`config.mk`:
```
export PLATFORM = sky130hd
export DESIGN_NAME = multicycle_control_flat
export DESIGN_NICKNAME = d
export VERILOG_FILES = /design/src/rtl/multicycle_control_if.sv /design/src/rtl/multicycle_control.sv /design/src/flat_wrapper.sv
export SDC_FILE = /design/constraint.sdc
export NUM_CORES = 1
export LEC_CHECK = 0
export CORE_MARGIN = 2
export CORE_UTILIZATION = 48
export CTS_BUF_LIST = sky130_fd_sc_hd__clkbuf_4 sky130_fd_sc_hd__clkbuf_8
export CTS_CLUSTER_SIZE = 40
export DETAILED_ROUTE_END_ITERATION = 12
export GPL_TIMING_DRIVEN = 0
export PLACE_DENSITY = 0.82
export SYNTH_ARGS = -nofsm -noshare
export SYNTH_HDL_FRONTEND = slang
export SYNTH_SLANG_ARGS = --single-unit
```
`constraint.sdc`:
```
create_clock -name clk -period 4.2 [get_ports clk]
set_input_delay 0.63 -clock clk [delete_from_list [all_inputs] [get_ports clk]]
set_output_delay 0.63 -clock clk [all_outputs]
set_load 0.05 [all_outputs]
```
`src/rtl/multicycle_control_if.sv`:
```
// Control-unit bundle: opcode/mem_ready in from memory, control strobes and status out to the datapath.
interface multicycle_control_if #(
  parameter int OPCODE_W = 7,
  parameter int ALUOP_W  = 2,
  parameter int CNT_W    = 16
);
  logic [OPCODE_W-1:0] opcode;
  logic                mem_ready;
  logic                PCWrite;
  logic                IRWrite;
  logic                ALUSrc;
  logic                MemtoReg;
  logic                RegWrite;
  logic                MemRead;
  logic                MemWrite;
  logic                Branch;
  logic [ALUOP_W-1:0]  Aluop;
  logic [2:0]          state;
  logic                error;
  logic [1:0]          err_code;
  logic [CNT_W-1:0]    retired;

  modport master (
    input  opcode, mem_ready,
    output PCWrite, IRWrite, ALUSrc, MemtoReg, RegWrite, MemRead, MemWrite,
           Branch, Aluop, state, error, err_code, retired
  );

  modport slave (
    output opcode, mem_ready,
    input  PCWrite, IRWrite, ALUSrc, MemtoReg, RegWrite, MemRead, MemWrite,
           Branch, Aluop, state, error, err_code, retired
  );
endinterface

```
`src/rtl/multicycle_control.sv`:
```
// Multi-cycle RV32I control FSM: FETCH/DECODE/EXEC/MEM/WB sequencing with
// memory-ready wait, illegal-opcode and memory-timeout trapping, and a retire counter.
module multicycle_control #(
  parameter int OPCODE_W = 7,
  parameter int ALUOP_W  = 2,
  parameter int TIMEOUT  = 16,
  parameter int CNT_W    = 16
) (
  input  logic                 clk,
  input  logic                 rst,
  multicycle_control_if.master bus
);

  localparam int WAIT_W = (TIMEOUT > 2) ? $clog2(TIMEOUT) : 1;
  localparam logic [WAIT_W-1:0] WAIT_LAST = WAIT_W'(TIMEOUT - 1);

  localparam logic [OPCODE_W-1:0] OP_R   = OPCODE_W'(7'b0110011);
  localparam logic [OPCODE_W-1:0] OP_I   = OPCODE_W'(7'b0010011);
  localparam logic [OPCODE_W-1:0] OP_LW  = OPCODE_W'(7'b0000011);
  localparam logic [OPCODE_W-1:0] OP_SW  = OPCODE_W'(7'b0100011);
  localparam logic [OPCODE_W-1:0] OP_BEQ = OPCODE_W'(7'b1100011);

  typedef enum logic [2:0] {
    S_FETCH  = 3'd0,
    S_DECODE = 3'd1,
    S_EXEC   = 3'd2,
    S_MEM    = 3'd3,
    S_WB     = 3'd4,
    S_ERR    = 3'd5
  } state_t;

  state_t              state_q, state_d;
  logic [OPCODE_W-1:0] op_q, op_d;
  logic [WAIT_W-1:0]   wait_q, wait_d;
  logic [CNT_W-1:0]    retired_q, retired_d;
  logic                error_q, error_d;
  logic [1:0]          err_code_q, err_code_d;
  logic                retire;

  function automatic logic is_legal(input logic [OPCODE_W-1:0] op);
    return (op == OP_R) || (op == OP_I) || (op == OP_LW) ||
           (op == OP_SW) || (op == OP_BEQ);
  endfunction

  always_ff @(posedge clk) begin
    if (rst) begin
      state_q    <= S_FETCH;
      op_q       <= '0;
      wait_q     <= '0;
      retired_q  <= '0;
      error_q    <= 1'b0;
      err_code_q <= 2'b00;
    end else begin
      state_q    <= state_d;
      op_q       <= op_d;
      wait_q     <= wait_d;
      retired_q  <= retired_d;
      error_q    <= error_d;
      err_code_q <= err_code_d;
    end
  end

  // wait_d defaults to zero, so the counter is cleared on every entry into FETCH/MEM
  // and only counts while a wait state is held without mem_ready.
  always_comb begin
    state_d    = state_q;
    op_d       = op_q;
    wait_d     = '0;
    error_d    = error_q;
    err_code_d = err_code_q;
    retire     = 1'b0;
    case (state_q)
      S_FETCH: begin
        if (bus.mem_ready) begin
          state_d = S_DECODE;
        end else if (wait_q == WAIT_LAST) begin
          state_d    = S_ERR;
          error_d    = 1'b1;
          err_code_d = 2'b10;
        end else begin
          wait_d = wait_q + WAIT_W'(1);
        end
      end
      S_DECODE: begin
        op_d = bus.opcode;
        if (is_legal(bus.opcode)) begin
          state_d = S_EXEC;
        end else begin
          state_d    = S_ERR;
          error_d    = 1'b1;
          err_code_d = 2'b01;
        end
      end
      S_EXEC: begin
        if (op_q == OP_BEQ) begin
          state_d = S_FETCH;
          retire  = 1'b1;
        end else if ((op_q == OP_LW) || (op_q == OP_SW)) begin
          state_d = S_MEM;
        end else begin
          state_d = S_WB;
        end
      end
      S_MEM: begin
        if (bus.mem_ready) begin
          if (op_q == OP_LW) begin
            state_d = S_WB;
          end else begin
            state_d = S_FETCH;
            retire  = 1'b1;
          end
        end else if (wait_q == WAIT_LAST) begin
          state_d    = S_ERR;
          error_d    = 1'b1;
          err_code_d = 2'b11;
        end else begin
          wait_d = wait_q + WAIT_W'(1);
        end
      end
      S_WB: begin
        state_d = S_FETCH;
        retire  = 1'b1;
      end
      S_ERR: begin
        state_d = S_ERR;
      end
      default: begin
        state_d = S_ERR;
        error_d = 1'b1;
      end
    endcase
    retired_d = retire ? retired_q + CNT_W'(1) : retired_q;
  end

  // Strobes are forced low while rst is held so nothing is issued to memory during reset.
  always_comb begin
    bus.PCWrite  = 1'b0;
    bus.IRWrite  = 1'b0;
    bus.ALUSrc   = 1'b0;
    bus.MemtoReg = 1'b0;
    bus.RegWrite = 1'b0;
    bus.MemRead  = 1'b0;
    bus.MemWrite = 1'b0;
    bus.Branch   = 1'b0;
    bus.Aluop    = '0;
    if (!rst) begin
      case (state_q)
        S_FETCH: begin
          bus.MemRead = 1'b1;
          bus.IRWrite = bus.mem_ready;
          bus.PCWrite = bus.mem_ready;
        end
        S_EXEC: begin
          if (op_q == OP_R) begin
            bus.Aluop = ALUOP_W'(2'b10);
          end else if (op_q == OP_I) begin
            bus.Aluop  = ALUOP_W'(2'b11);
            bus.ALUSrc = 1'b1;
          end else if ((op_q == OP_LW) || (op_q == OP_SW)) begin
            bus.Aluop  = ALUOP_W'(2'b00);
            bus.ALUSrc = 1'b1;
          end else if (op_q == OP_BEQ) begin
            bus.Aluop  = ALUOP_W'(2'b01);
            bus.Branch = 1'b1;
          end
        end
        S_MEM: begin
          bus.MemRead  = (op_q == OP_LW);
          bus.MemWrite = (op_q == OP_SW);
        end
        S_WB: begin
          bus.RegWrite = 1'b1;
          bus.MemtoReg = (op_q == OP_LW);
        end
        default: ;
      endcase
    end
  end

  assign bus.state    = state_q;
  assign bus.error    = error_q;
  assign bus.err_code = err_code_q;
  assign bus.retired  = retired_q;

endmodule

```
`src/flat_wrapper.sv`:
```
// flat-port wrapper written by rule: the top's interface ports become plain ports
module multicycle_control_flat 
#(
  parameter int OPCODE_W = 7,
  parameter int ALUOP_W  = 2,
  parameter int TIMEOUT  = 16,
  parameter int CNT_W    = 16
)
  (clk, rst, bus_opcode, bus_mem_ready, bus_PCWrite, bus_IRWrite, bus_ALUSrc, bus_MemtoReg, bus_RegWrite, bus_MemRead, bus_MemWrite, bus_Branch, bus_Aluop, bus_state, bus_error, bus_err_code, bus_retired);
  multicycle_control_if #(.OPCODE_W(OPCODE_W), .ALUOP_W(ALUOP_W), .CNT_W(CNT_W)) bus_i ();
  input  logic clk;
  input  logic rst;
  input wire logic [$bits(bus_i.opcode)-1:0] bus_opcode;
  input wire logic [$bits(bus_i.mem_ready)-1:0] bus_mem_ready;
  output wire logic [$bits(bus_i.PCWrite)-1:0] bus_PCWrite;
  output wire logic [$bits(bus_i.IRWrite)-1:0] bus_IRWrite;
  output wire logic [$bits(bus_i.ALUSrc)-1:0] bus_ALUSrc;
  output wire logic [$bits(bus_i.MemtoReg)-1:0] bus_MemtoReg;
  output wire logic [$bits(bus_i.RegWrite)-1:0] bus_RegWrite;
  output wire logic [$bits(bus_i.MemRead)-1:0] bus_MemRead;
  output wire logic [$bits(bus_i.MemWrite)-1:0] bus_MemWrite;
  output wire logic [$bits(bus_i.Branch)-1:0] bus_Branch;
  output wire logic [$bits(bus_i.Aluop)-1:0] bus_Aluop;
  output wire logic [$bits(bus_i.state)-1:0] bus_state;
  output wire logic [$bits(bus_i.error)-1:0] bus_error;
  output wire logic [$bits(bus_i.err_code)-1:0] bus_err_code;
  output wire logic [$bits(bus_i.retired)-1:0] bus_retired;
  assign bus_i.opcode = bus_opcode;
  assign bus_i.mem_ready = bus_mem_ready;
  assign bus_PCWrite = bus_i.PCWrite;
  assign bus_IRWrite = bus_i.IRWrite;
  assign bus_ALUSrc = bus_i.ALUSrc;
  assign bus_MemtoReg = bus_i.MemtoReg;
  assign bus_RegWrite = bus_i.RegWrite;
  assign bus_MemRead = bus_i.MemRead;
  assign bus_MemWrite = bus_i.MemWrite;
  assign bus_Branch = bus_i.Branch;
  assign bus_Aluop = bus_i.Aluop;
  assign bus_state = bus_i.state;
  assign bus_error = bus_i.error;
  assign bus_err_code = bus_i.err_code;
  assign bus_retired = bus_i.retired;
  multicycle_control #(.OPCODE_W(OPCODE_W), .ALUOP_W(ALUOP_W), .TIMEOUT(TIMEOUT), .CNT_W(CNT_W)) u_core (.clk(clk), .rst(rst), .bus(bus_i));
endmodule
```
# Word-level counts from Yosys, hierarchy flattened
# Cells that the tools add are included.
[word_totals] wordCells=93 latch_bits=0 ramBits=0 register_bits=33 n_memories=0 inputBits=10 mem_bits_ro=0
[classes] order_cmp=0 n_reduce_logical=12 bitwise_logic=2 div_mod_pow=0 muxes=48 addsub=2 n_mul=0 n_shift=0 n_eq_ne=23
[ops] op="equality test 7 x 6 -> 1 bit, second input constant" count=4
[ops] op="2-to-1 mux 1 bit" count=26
[ops] op="2-to-1 mux 3 bit" count=7
[ops] op="2-to-1 mux 2 bit" count=10
[ops] op="adder 16 x 1 -> 16 bit, second input constant" count=1
[ops] op="case mux 3 bit (5 select lines)" count=1
[ops] op="equality test 7 x 2 -> 1 bit, second input constant" count=2
[ops] op="equality test 7 x 5 -> 1 bit, second input constant" count=2
[ops] op="equality test 7 bit, second input constant" count=2
[ops] op="inequality test 2 bit, second input constant" count=4
[ops] op="equality test 3 x 2 -> 1 bit, second input constant" count=2
[ops] op="equality test 3 bit, second input constant" count=2
[ops] op="inequality test 2 x 1 -> 1 bit, second input constant" count=3
[ops] op="case mux 1 bit (3 select lines)" count=2
[ops] op="case mux 2 bit (3 select lines)" count=1
[ops] op="AND reduction 6 bit" count=1
[ops] op="logical OR 1 bit" count=5
[ops] op="adder 4 x 1 -> 4 bit, second input constant" count=1
[ops] op="equality test 4 bit, second input constant" count=1
[ops] op="AND reduction 4 bit" count=1
[ops] op="OR reduction 4 bit" count=1
[ops] op="equality test 3 x 1 -> 1 bit, second input constant" count=1
[ops] op="zero test 3 bit" count=1
[ops] op="nonzero test 3 bit" count=1
[ops] op="4 further kinds" count=5

# Logic depth before layout (Yosys ltp)
# Gate-level depths: netlist of the first run.
[logic_depth] ltp_word=7 depth_mapped=7 ltp_nobuf=6

# Worst setup path after synthesis of the first run
# OpenSTA, ideal clock, no wires.
[synth_timing] path_type="flip-flop to output port" start="register u_core.state_q[1], in the netlist u_core.bus.state[1]" end="output port bus_ALUSrc" arrival_time_ns=2.672 stages_incl_launch_ff=4 n_path_buf=0 required_time_ns=3.570 path_slack_ns=0.898 cell_sequence="dfxtp_1 or3b_4 or3_1 a211oi_1"
[synth_between] elab_chain_len=3
[synth_rtl] item="start: declaration" line="multicycle_control.sv:32" text="state_t state_q, state_d;"
[synth_rtl] item="start signal: assignment" line="multicycle_control.sv:54" text="state_q <= state_d;"
[synth_rtl] item="equality test 3 x 2 -> 1 bit" line="multicycle_control.sv:147" text="case (state_q)"
[synth_rtl] item="2-to-1 mux 1 bit" line="multicycle_control.sv:147"
[synth_rtl] item="2-to-1 mux 1 bit" line="multicycle_control.sv:146" text="if (!rst) begin"
[synth_rtl] item="end: declaration" line="flat_wrapper.sv:17" text="output wire logic [$bits(bus_i.ALUSrc)-1:0] bus_ALUSrc;"
# Every way passes these cells.

# Worst setup path after layout of the first run
[layout_timing] start="register u_core.state_q[2], in the netlist u_core.bus.state[2]" end="output port bus_ALUSrc"
# Same word-level chain as after synthesis.

==> results of run 1 <==
synth_stat cells, drive strengths merged, types with 2 or more instances:
library cell / instances
or3: 10
o21ai: 10
nor2b: 6
nand2: 12
mux2: 2
mux2i: 9
or2: 4
inv: 5
dfxtp: 33
nor3: 5
a21oi: 16
nor4: 3
o31ai: 4
ha: 2
buf: 3
nand3: 7
nand2b: 2
clkbuf: 9
xnor2: 3
and3: 3
nand4: 5
xor2: 2
or4: 3
nor2: 30
a21o: 2
a31oi: 3
layout by cell type (no fill, tap or decap), types with 5 or more instances in the layout:
| cell | count |
|---|---|
| clkdlybuf4s50_1 | 40 |
| dfxtp_1 | 33 |
| nor2_1 | 30 |
| a21oi_1 | 16 |
| nand2_1 | 12 |
| or3_1 | 10 |
| o21ai_0 | 10 |
| clkbuf_1 | 9 |
| mux2i_1 | 9 |
| nand3_1 | 7 |
| nor2b_1 | 6 |
| clkbuf_4 | 6 |
| nand4_1 | 5 |
| inv_1 | 5 |
flip-flops by register name (all words and copies together), names as in the netlist:
signal,cells
u_core.bus.retired,16
u_core.bus.error,1
u_core.bus.state,3
u_core.bus.err_code,2
u_core.op_q,7
u_core.wait_q,4
per-layer routing:
metal | up-vias | global-route usage, %
li1 | 841 | -
met5 | - | 0
met2 | 45 | 35.5
met4 | 0 | 10.9
met3 | 6 | 4.40
met1 | 761 | 24.3
cell families (layout without fill, tap and decap cells):
family	count (synthesis)	in the layout
simple gates	96	96
compound gates	45	45
flops	33	33
buf+inv	17	64
mux	11	11
xor+xnor	5	5
fa+ha+maj	2	2
area by class of cell:
| type | count | area [µm²] |
|---|---|---|
| Buffer | 12 | 51.3 |
| Fill cell | 295 | 1150 |
| Clock buffer | 7 | 58.8 |
| Tap cell | 46 | 57.6 |
| Inverter | 5 | 18.8 |
| Sequential cell | 33 | 661 |
| Multi-Input combinational cell | 159 | 990 |
| Timing Repair Buffer | 40 | 400 |
worst max-delay path, delay by kind of cell, from the launching register on:
kind	cells	cell delay [ns]
compound gates	1	0.24
buf+inv	1	0.86
simple gates	2	0.88
flops	1	0.39
power groups by stage:
| stage | clock (mW) | sequential (mW) | combinational, mW |
|---|---|---|---|
| 6_report | 0.194 | 0.330 | 0.110 |
| 4_1_cts | 0.195 | 0.330 | 0.110 |
| 5_1_grt | 0.210 | 0.331 | 0.119 |
| 3_3_place_gp | 0 | 0.337 | 0.108 |
| 3_5_place_dp | 0 | 0.337 | 0.110 |
| 2_1_floorplan | 0 | 0.351 | 0.0603 |
stage by stage:
stage               power [mW]  setup slack, ns  util [%]  area [µm²]
global placement         0.445             1.18      64.3        2180
floorplan                0.412            0.898         -        1720
global route             0.660            0.760      66.0        2240
detailed placement       0.447             1.22      64.3        2180
CTS                      0.635            0.881      66.0        2240
finish                   0.634            0.857      66.0        2240
worst max-delay path by stage:
| stage | startpoint | end | slack, ns |
|---|---|---|---|
| final | u_core.bus.state[2]$_SDFF_PP0_ | bus_ALUSrc | 0.86 |
| after floorplan | u_core.bus.state[1]$_SDFF_PP0_ | bus_ALUSrc | 0.90 |
| after detailed placement | rst | bus_Aluop[1] | 1.22 |
| after global routing | u_core.bus.state[2]$_SDFF_PP0_ | bus_Aluop[1] | 0.76 |
| after global placement | rst | bus_ALUSrc | 1.18 |
| after CTS | u_core.bus.state[2]$_SDFF_PP0_ | bus_Aluop[1] | 0.88 |
==> flow_summary_export.csv, run 1 <==
group,metric,value,unit
floorplanning,ioPinCount,42,
clocking,clk_path_buf_depth,2,
synth,synth_fa_ha_area_share,1.45,%
global_routing,first_global_vias,1571,
worst_hold_path,hold_path_startpoint,"u_core.wait_q[0]$_SDFF_PP0_",
place,dp_hpwl,2820,µm
synth,muxShareOfSynthArea,6.55,%
synth,yosysUniqueCellTypes,46,
synth,ys_seq_area_share,38.4,%
drt,antenna_left,0,
floorplanning,dieArea,4080,µm²
sta,fin_hold_ws,0.458,ns
synth,ys_ff_latch,33,
setup_path,critPathMaxFanout,7,
clocking,cts_tree,"built",
synth,avgSynthCellArea,8.23,µm²
finish,drive_gt1_share,8.20,%
synth,synth_top_family_by_area,"simple AND/OR/NAND/NOR gates",
finish,area_growth_syn_to_layout,30.0,%
drt,dr.max_layer_used,"met4",
synth,ys.flop_type,"dfxtp_1",
setup_path,start_kind,"register",
floorplanning,die_w,63.9,µm
setup_path,critPathKind,"register to output pin",
sta,slew_headroom,15.7,%
place,gp_congestion,0.841,
setup_path,reg2reg_depth,5,
clocking,ctsResizeCount,0,
drt,vias,1653,
floorplanning,die_h,63.9,µm
drt,routed_wirelength,3860,µm
power,power_frac_seq,52.0,%
drt,wl_per_cell,12.8,µm
clocking,cts_root_buf,"clkbuf_4",
sta,rsz0062_at_grt,"false",
setup_path,r2r-end,"u_core.bus.retired[5]$_SDFFE_PP0P_",
synth,synth_edf_count,0,
drt,firstDrtPassIters,4,
outcome,status,"completed",
synth,synthArstFlopShare,0,%
sta,fmax,299,MHz
sta,finalHoldViolations,0,
clocking,clock_sinks,33,
clocking,clkTransAtPathRegs,0.10,ns
drt,wl_met2,1790,µm
run,cap_viol_max_count,0,
power,worst_ir_drop_vdd,0.207,mV
worst_hold_path,hold_path_end,"u_core.wait_q[0]$_SDFF_PP0_",
setup_path,max_stage_delay,0.86,ns
sta,finalSetupTns,0,ns
synth,synthTopCellsByArea,"dfxtp_1, nor2_1, mux2i_1, a21oi_1, or3_1",
place,dp.cells,295,
global_routing,grt_pass1_wl,6710,µm
global_routing,grt-ovfl-total,0,
drt,drtIter0Drc,73,
drt,via_per_inst,5.47,
synth,yosysTopAreaCellShare,38.4,%
finish,n_antenna_cell,0,
sta,finalClockSkew,0.00375,ns
global_routing,grt_max_degree,11,
setup_path,reg2reg_from,"u_core.op_q[3]$_SDFFE_PP0N_",
drt,met3WireLength,234,µm
drt,drc_errors,0,
power,power_switching,0.184,mW
worst_hold_path,whs_path_depth,1,
sta,layout_min_cycle_time,3.34,ns
synth,yosysTopAreaCell,"dfxtp_1",
sta,report.final.setup_viol,0,
clocking,cts_max_level,2,
finish,final_cells,302,
setup_path,r2r_slack,2.05,ns
sta,slew_viol_final,0,
clocking,clock_latency,0.35,ns
setup_path,required,3.57,ns
synth,syn-cell-area,1720,µm²
sta,period_share,79.6,%
synth,yosys.area_share.xor_xnor,2.55,%
floorplanning,core_area,3390,µm²
synth,synth_compound_area_share,16.7,%
power,p_int,0.450,mW
sta,tightest_slew,1.23,ns
synth,netlist_instances,209,
setup_path,worst_path_max_delay_cell,"clkdlybuf4s50_1",
drt,wl_met1,1780,µm
global_routing,antenna_found_initial,0,
power,switching_share,29.0,%
synth,synth_nets,221,
synth,ys_warn_count,0,
worst_hold_path,min_path_type,"register to register",
finish,nNetsFinal,268,
setup_path,path_cells,"or3b_4 > or3_1 > a211oi_1 > clkdlybuf4s50_1",
clocking,post_cts_buffers,0,
floorplanning,initial_utilization,50.8,%
power,clkPwrFrac,30.7,%
setup_path,arrival,2.71,ns
clocking,numCtsBuffers,5,
synth,synth_simple_gate_area_share,30.3,%
place,port_buffers,40,
power,combinationalPowerShare,17.3,%
setup_path,cp-end-kind,"output pin",
floorplanning,rows,21,
power,powerDensity,283,nW/µm²
global_routing,gr-usage-all-layers,20.8,%
clocking,ctsHoldBuffers,0,
power,p_leak,0.750,nW
Note: power is estimated with default switching activity, not from simulation.
==> run 2, diff against run 1 <==
==> constraint.sdc (replaced) <==
create_clock -name clk -period 3.45 [get_ports clk]
set_input_delay 0.5175 -clock clk [delete_from_list [all_inputs] [get_ports clk]]
set_output_delay 0.5175 -clock clk [all_outputs]
set_load 0.05 [all_outputs]
==> results of run 2 <==
The final DEF is identical to that of run 1. Status: completed.
Among the figures that moved: setup slack after placement 1.22 ns -> 0.588 ns; setup slack after layout 0.857 ns -> 0.219 ns; register-to-register setup slack 2.05 ns -> 1.30 ns; total power 0.634 mW -> 0.772 mW; worst IR drop on VDD 0.207 mV -> 0.252 mV
